## config.mk

```make
export PLATFORM = sky130hd
export DESIGN_NAME = methane_pattern_tx
export DESIGN_NICKNAME = d
export VERILOG_FILES = /design/src/rtl/methane_link_pkg.sv /design/src/rtl/methane_shift_out.sv /design/src/rtl/methane_pattern_tx.sv
export SDC_FILE = /design/constraint.sdc
export NUM_CORES = 1
export LEC_CHECK = 0
export ABC_AREA = 1
export CAP_MARGIN = 20
export CORE_MARGIN = 5
export CORE_UTILIZATION = 55
export CTS_CLUSTER_SIZE = 24
export DETAILED_ROUTE_END_ITERATION = 8
export DONT_BUFFER_PORTS = 1
export GPL_TIMING_DRIVEN = 0
export HOLD_SLACK_MARGIN = 0.02
export PLACE_DENSITY = 0.82
export SLEW_MARGIN = 15
export SYNTH_ARGS = -nofsm -noshare
export SYNTH_HDL_FRONTEND = slang
export SYNTH_SLANG_ARGS = --single-unit
```

## constraint.sdc

```tcl
create_clock -name clk -period 2.8 [get_ports clk]
set_input_delay 0.28 -clock clk [delete_from_list [all_inputs] [get_ports clk]]
set_output_delay 0.28 -clock clk [all_outputs]
set_load 0.05 [all_outputs]
```

## src/rtl/methane_link_pkg.sv

```systemverilog
// Shared definitions for the methane serial link: FSM state encoding, default
// sync pattern and idle line level. Reused by the transmitter, detector and benches.
package methane_link_pkg;

  typedef enum logic [1:0] {
    ST_IDLE = 2'd0,
    ST_SYNC = 2'd1,
    ST_DATA = 2'd2,
    ST_GAP  = 2'd3
  } link_state_e;

  localparam int                   DEF_PAT_W    = 8;
  localparam logic [DEF_PAT_W-1:0] DEF_PATTERN  = 8'b0011_0101;
  localparam logic                 DEF_IDLE_BIT = 1'b0;

  // Largest count any phase needs, never below 2 so the counter is at least 1 bit.
  function automatic int cnt_span(input int pat_w, input int data_w, input int gap_bits);
    int m;
    m = 2;
    if (pat_w > m) m = pat_w;
    if (data_w > m) m = data_w;
    if (gap_bits > m) m = gap_bits;
    return m;
  endfunction

endpackage

```

## src/rtl/methane_shift_out.sv

```systemverilog
// Loadable shift register presenting its MSB; each shift moves the next payload
// bit into the MSB position.
module methane_shift_out #(
  parameter int DATA_W = 8
) (
  input  logic              clk,
  input  logic              arst_n,
  input  logic              load_i,
  input  logic [DATA_W-1:0] data_i,
  input  logic              shift_i,
  output logic              msb_o
);

  logic [DATA_W-1:0] sh_q;
  logic [DATA_W-1:0] sh_d;

  always_comb begin
    sh_d = sh_q;
    if (load_i) begin
      sh_d = data_i;
    end else if (shift_i) begin
      sh_d = sh_q << 1;
    end
  end

  always_ff @(posedge clk or negedge arst_n) begin
    if (!arst_n) begin
      sh_q <= '0;
    end else begin
      sh_q <= sh_d;
    end
  end

  assign msb_o = sh_q[DATA_W-1];

endmodule

```

## src/rtl/methane_pattern_tx.sv

```systemverilog
// Serial frame transmitter: sync pattern, payload and idle gap, all MSB first.
// Handshake: a word transfers on a rising edge where in_valid and in_ready are both high.
module methane_pattern_tx
  import methane_link_pkg::*;
#(
  parameter int               PAT_W    = DEF_PAT_W,
  parameter logic [PAT_W-1:0] PATTERN  = DEF_PATTERN,
  parameter int               DATA_W   = 8,
  parameter int               GAP_BITS = 2,
  parameter logic             IDLE_BIT = DEF_IDLE_BIT
) (
  input  logic              clk,
  input  logic              arst_n,
  input  logic              in_valid,
  input  logic [DATA_W-1:0] in_data,
  output logic              in_ready,
  output logic              dout,
  output logic              busy,
  output logic              frame_start,
  output link_state_e       dbg_state
);

  localparam int CNT_W = $clog2(cnt_span(PAT_W, DATA_W, GAP_BITS));
  localparam logic [CNT_W-1:0] PAT_LAST  = CNT_W'(PAT_W - 1);
  localparam logic [CNT_W-1:0] DATA_LAST = CNT_W'(DATA_W - 1);
  localparam logic [CNT_W-1:0] GAP_LAST  = CNT_W'((GAP_BITS > 0) ? GAP_BITS - 1 : 0);

  link_state_e      state_q, state_d;
  logic [CNT_W-1:0] cnt_q, cnt_d;
  logic             dout_q, dout_d;
  logic             fs_q, fs_d;
  logic             load, shift, sh_msb, accept;

  methane_shift_out #(.DATA_W(DATA_W)) u_shift (
    .clk    (clk),
    .arst_n (arst_n),
    .load_i (load),
    .data_i (in_data),
    .shift_i(shift),
    .msb_o  (sh_msb)
  );

  assign accept = in_valid & in_ready;

  // dout_d is the bit the line carries during the state being entered.
  always_comb begin
    state_d = state_q;
    cnt_d   = cnt_q;
    dout_d  = IDLE_BIT;
    fs_d    = 1'b0;
    load    = 1'b0;
    shift   = 1'b0;
    case (state_q)
      ST_IDLE: begin
        if (accept) begin
          state_d = ST_SYNC;
          cnt_d   = PAT_LAST;
          dout_d  = PATTERN[PAT_W-1];
          fs_d    = 1'b1;
          load    = 1'b1;
        end
      end
      ST_SYNC: begin
        if (cnt_q == '0) begin
          state_d = ST_DATA;
          cnt_d   = DATA_LAST;
          dout_d  = sh_msb;
          shift   = 1'b1;
        end else begin
          cnt_d  = cnt_q - 1'b1;
          dout_d = PATTERN[cnt_d];
        end
      end
      ST_DATA: begin
        if (cnt_q == '0) begin
          cnt_d = GAP_LAST;
          if (GAP_BITS == 0) begin
            state_d = ST_IDLE;
          end else begin
            state_d = ST_GAP;
          end
        end else begin
          cnt_d  = cnt_q - 1'b1;
          dout_d = sh_msb;
          shift  = 1'b1;
        end
      end
      ST_GAP: begin
        if (cnt_q == '0) begin
          state_d = ST_IDLE;
        end else begin
          cnt_d = cnt_q - 1'b1;
        end
      end
      default: state_d = ST_IDLE;
    endcase
  end

  always_ff @(posedge clk or negedge arst_n) begin
    if (!arst_n) begin
      state_q <= ST_IDLE;
      cnt_q   <= '0;
      dout_q  <= IDLE_BIT;
      fs_q    <= 1'b0;
    end else begin
      state_q <= state_d;
      cnt_q   <= cnt_d;
      dout_q  <= dout_d;
      fs_q    <= fs_d;
    end
  end

  // Gating with arst_n keeps in_ready low for the whole time reset is asserted.
  assign in_ready    = arst_n & (state_q == ST_IDLE);
  assign busy        = (state_q != ST_IDLE);
  assign dout        = dout_q;
  assign frame_start = fs_q;
  assign dbg_state   = state_q;

endmodule

```

==> After elaboration in Yosys (flattened, before gate mapping) <==
Memories as Yosys holds them, arrays and structs flattened.
Cells that the tools add are included.
{ "totals": {"register_bits": 15, "mem_bits_ro": 8, "input_bits": 11, "out_inout_bits": 6, "wordCells": 45, "mem_count": 1} }
{ "op_classes": {"n_addsub": 1, "magnitude_cmp": 1, "n_eq_ne": 8, "n_mux": 21, "bitwise": 2, "n_reduce_logical": 6} }
{ "memory_table": {"columns": ["name", "words", "width", "rd", "rd_clocked_by_memory_dff", "write_ports", "line", "rtl"], "rows": [
  ["(name not given)", 8, 1, 1, 0, 0, "methane_pattern_tx.sv:71", "dout_d = PATTERN[cnt_d];"]
]} }
{ "op_table": {"columns": ["cell", "count"], "rows": [
  ["$mux 8", 2],
  ["$mux 3", 4],
  ["$pmux 3 s4", 1],
  ["$ne 2x2->1 const B", 5],
  ["$mux 2", 4],
  ["$pmux 2 s4", 1],
  ["$mux 1", 7],
  ["$eq 2x2->1 const B", 2],
  ["$lt 3x4->1 const B", 1],
  ["$pmux 1 s2", 2],
  ["$reduce_and 4->1", 1],
  ["$reduce_bool 2->1", 2],
  ["$logic_not 3->1", 1],
  ["$sub 3x1->3 const B", 1],
  ["$and 1x1->1", 2],
  ["$eq 2x1->1 const B", 1],
  ["$logic_not 2->1", 1],
  ["$reduce_and 2->1", 1]
]} }

==> Longest topological paths before layout <==
{ "depth": {"ltp_word": 6, "mapped_depth": 9} }

==> By module <==
A second synthesis with hierarchy kept.
{ "unflattened": {"hier_cells": 120, "area_unflattened_um2": 917.1} }
{ "by_module_without_submodules": {"columns": ["module", "instances", "cells_per_inst", "area_per_inst_um2"], "rows": [
  ["methane_pattern_tx", 1, 77, 540.5],
  ["methane_shift_out", 1, 43, 376.6]
]} }

==> Worst setup path before layout <==
No wires, ideal clock.
{ "synth_timing": {"path_type": "register to output", "start": "register state_q[0] (netlist: dbg_state[0])", "end": "output busy", "t_arrival_ns": 1.442, "required_ns": 2.520, "slack_ns": 1.078, "stages_incl_launch_ff": 4, "path_buffers": 0, "path_cell_list": "dfrtp_1 inv_1 ha_1 inv_1"} }
{ "synth_via": {"elab_chain_cells": 1} }
{ "synth_lines": {"columns": ["item", "line", "rtl"], "rows": [
  ["start: declaration", "methane_pattern_tx.sv:28", "link_state_e state_q, state_d;"],
  ["start signal: assignment", "methane_pattern_tx.sv:106", "state_q <= state_d;"],
  ["$reduce_bool 2->1", "methane_pattern_tx.sv:115", "assign busy = (state_q != ST_IDLE);"],
  ["end: declaration", "methane_pattern_tx.sv:18", "output logic busy,"]
]} }
Every way passes these cells.

==> Worst setup path after layout <==
Ends and elaborated chain as after synthesis.

==> results.py <==
metrics = {
    "timing": {
        "setup_ws_ns": 0.670,
        "setup-violations-final": 0,
        "fin_setup_tns_ns": 0,
        "drv_slew": 0,
        "period_minus_slack_ns": 2.13,
        "fmax_mhz": 470,
        "finalCritPeriodShare": 0.761,
        "relSlewSlack": 0.550,
        "hold_violations": 0,
        "worst-slew-pin-transition_ns": 0.673,
        "rsz0062_at_grt": "no",
        "fin_worst_skew_ns": 0.0105,
    },
    "setup_path": {
        "worstPathMaxFanout": 5,
        "cp_num_buf_inv": 2,
        "end_kind": "output port",
        "path_delay_family": "flip-flops",
        "r2r-start": "dbg_state[0]",
        "reg2reg_slack_ns": 0.89,
        "path_common_cell": "inv_1",
        "cp.required_ns": 2.52,
        "crit_start": "dbg_state[0]",
        "cp.arrival_ns": 1.85,
        "startpoint_type": "flop",
        "crit_type": "flop to output port",
        "max_stage_delay_ns": 0.71,
        "crit_slowest_cell": "dfrtp_1",
        "r2r-end": "u_shift.sh_q[3]",
        "path_cells": "inv_1 -> ha_1 -> inv_1",
        "rr_worst_depth": 6,
    },
    "routing": {
        "drt-met1-wl_um": 742,
        "wl_per_cell_um": 12.4,
        "drc": 0,
        "top_layer_used": "met4",
        "drtAntennaViolNets": 0,
        "wirelength_um": 1700,
        "vias": 737,
        "route.met2.wl_um": 823,
        "drt_iter0_markers": 16,
        "route.met3.wl_um": 87,
        "vias_per_cell": 5.38,
        "dr.pass1.iters": 4,
    },
    "min_path": {
        "worstHoldEndpoint": "u_shift.sh_q[0]",
        "holdPathStages": 2,
        "hold_class": "input port to flop",
        "hold_start": "in_data[0]",
    },
    "final_layout": {
        "drive_gt1_frac": 0.124,
        "fin_nets": 140,
        "stdcell_area_um2": 947,
        "fin_cells": 137,
        "num_antenna_cells": 0,
        "synthToLayoutAreaGrowth_pct": 6.47,
    },
    "pwr": {
        "combPwrFrac": 0.516,
        "seq_power_share": 0.376,
        "switching_power_mw": 0.622,
        "p_clk_frac": 0.108,
        "power_density_mw_per_mm2": 1260,
        "peakVddDrop_uv": 823,
        "intPower_mw": 0.568,
        "switching_share": 0.522,
        "p_leak_nw": 0.506,
    },
    "logic_synthesis": {
        "synthFlopType": "dfrtp_1",
        "yosys.cell_types.count": 15,
        "syn-mean-instance-area_um2": 7.67,
        "ys_top_cells_by_count": "37 x nand2_1, 17 x nand3_1, 15 x dfrtp_1",
        "synthArstFlopShare": 1.00,
        "yosys_warnings": 0,
        "synth.area.top_cells": "dfrtp_1 42%, nand2_1 16%, ha_1 9.8%, nand3_1 9.6%, inv_1 5.5%",
        "yosysMostFrequentCell": "nand2_1",
        "synth_edf_count": 0,
        "yosys_register_bits": 15,
        "yosysTopAreaCell": "dfrtp_1",
        "yosysSeqAreaShare": 0.422,
        "synth_area_um2": 890,
        "mappedNetlistNets": 134,
        "synthCells": 116,
        "yosys.area.top_type_share": 0.422,
    },
    "place": {
        "port_buffers": 0,
        "dp_cells": 132,
        "gp_congestion": 0.830,
        "dp_hpwl_um": 1270,
        "postPlaceCellArea_um2": 910,
        "post-place-ws_ns": 0.893,
    },
    "grt": {
        "grt_pass1_wl_um": 2770,
        "antenna_found_initial": 0,
        "grt_pass1_vias": 656,
        "track_usage": 0.144,
        "grt_overflow": 0,
        "grt_max_degree": 16,
    },
    "clock_tree": {
        "cts.clk_slew.worst_paths_ns": 0.09,
        "cts_buffers": 3,
        "cts.path.max_buffers": 2,
        "root_buffer": "clkbuf_4",
        "cts_tree": "built",
        "htreeDepth": 1,
        "clock-sinks": 15,
        "clk_latency_ns": 0.29,
    },
    "floorplanning": {
        "die_area_mm2": 0.00252,
        "core-area_mm2": 0.00152,
        "floorplan.initialDensity": 0.584,
        "die_width_um": 50.2,
        "die_h_um": 50.2,
        "num_rows": 14,
        "ios": 17,
    },
    "run_status": {
        "status": "finished, final reports clean",
    },
    "job": {
        "drv_cap": 0,
    },
}
logic make-up after synthesis:
family | after synthesis | share of synthesized area
AOI/OAI and AO/OA | 11 | 0.0619
buffers and inverters | 16 | 0.0675
DFF | 15 | 0.422
adders and majority gates | 7 | 0.0984
and+or+nand+nor | 67 | 0.350
state kept, by name (all words and copies together), names as in the netlist:
signal / flops
dbg_state: 2
frame_start: 1
u_shift.sh_q: 8
dout: 1
cnt_q: 3
how the worst max path moves through the flow:
stage / to / slack (ns) / cells past startpoint
6_report: busy / 0.67 / 3
3_5_place_dp: u_shift.sh_q[2] / 0.89 / 6
2_1_floorplan: busy / 1.08 / 3
3_3_place_gp: u_shift.sh_q[1] / 0.92 / 6
4_1_cts: busy / 0.67 / 3
5_1_grt: busy / 0.58 / 3
routing by layer:
metal  GRT usage  up-vias
met5           0        -
met4      0.0742        0
met3      0.0266        6
met2       0.215       25
met1       0.197      332
li1            -      374
layout make-up:
class / count / area [um2]
repair buffers: 1 / 10.0
inverters: 16 / 60.1
well taps: 16 / 20.0
fillers: 139 / 577
clock buffers: 3 / 22.5
clock inverters: 1 / 5.00
multi-input cells: 85 / 454
flip-flops and latches: 15 / 375
placed cells by master, fill, tap and decap left out:
cell type,netlist,routed
a21oi_1,7,7
dfrtp_1,15,15
clkinv_2,0,1
nor2_1,4,4
inv_1,13,13
nor2_2,1,1
clkbuf_4,0,3
inv_2,2,2
o21ai_1,2,2
nand3_4,1,1
nand2_4,1,1
o21ai_0,2,2
ha_1,7,7
clkinv_1,1,1
nand2_2,6,6
dlygate4sd3_1,0,1
nand3_1,17,17
nand2_1,37,37
worst reg2reg max path, delay by kind of cell (launching register included):
kind          cells  cell delay [ns]
buf+inv           2             0.43
simple gates      3             0.35
flops             1             0.71
fa+ha+maj         1             0.32
power by group through the flow:
stage	clock, mW	sequential (mW)	combinational (mW)
after global routing	0.147	0.462	0.703
after global placement	0	0.449	0.584
after CTS	0.129	0.447	0.614
after detailed placement	0	0.452	0.605
after floorplan	0	0.434	0.514
final	0.128	0.448	0.614
per-stage QoR:
step                      total power, mW  utilization  hold WS, ns
after floorplan                     0.948            -      -0.0156
after global placement               1.03        0.597      -0.0152
after detailed placement             1.06        0.597      -0.0152
after CTS                            1.19        0.622        0.107
after global routing                 1.31        0.622       0.0946
final                                1.19        0.622        0.108
repair_timing:
item / 4_1_cts / 5_1_grt
resized for setup: 0 / 0
buffers inserted: 0 / 0
endpoints found under the hold margin: 15 / 0
hold buffers: 1 / 0
(Power assumes the default switching activity.)
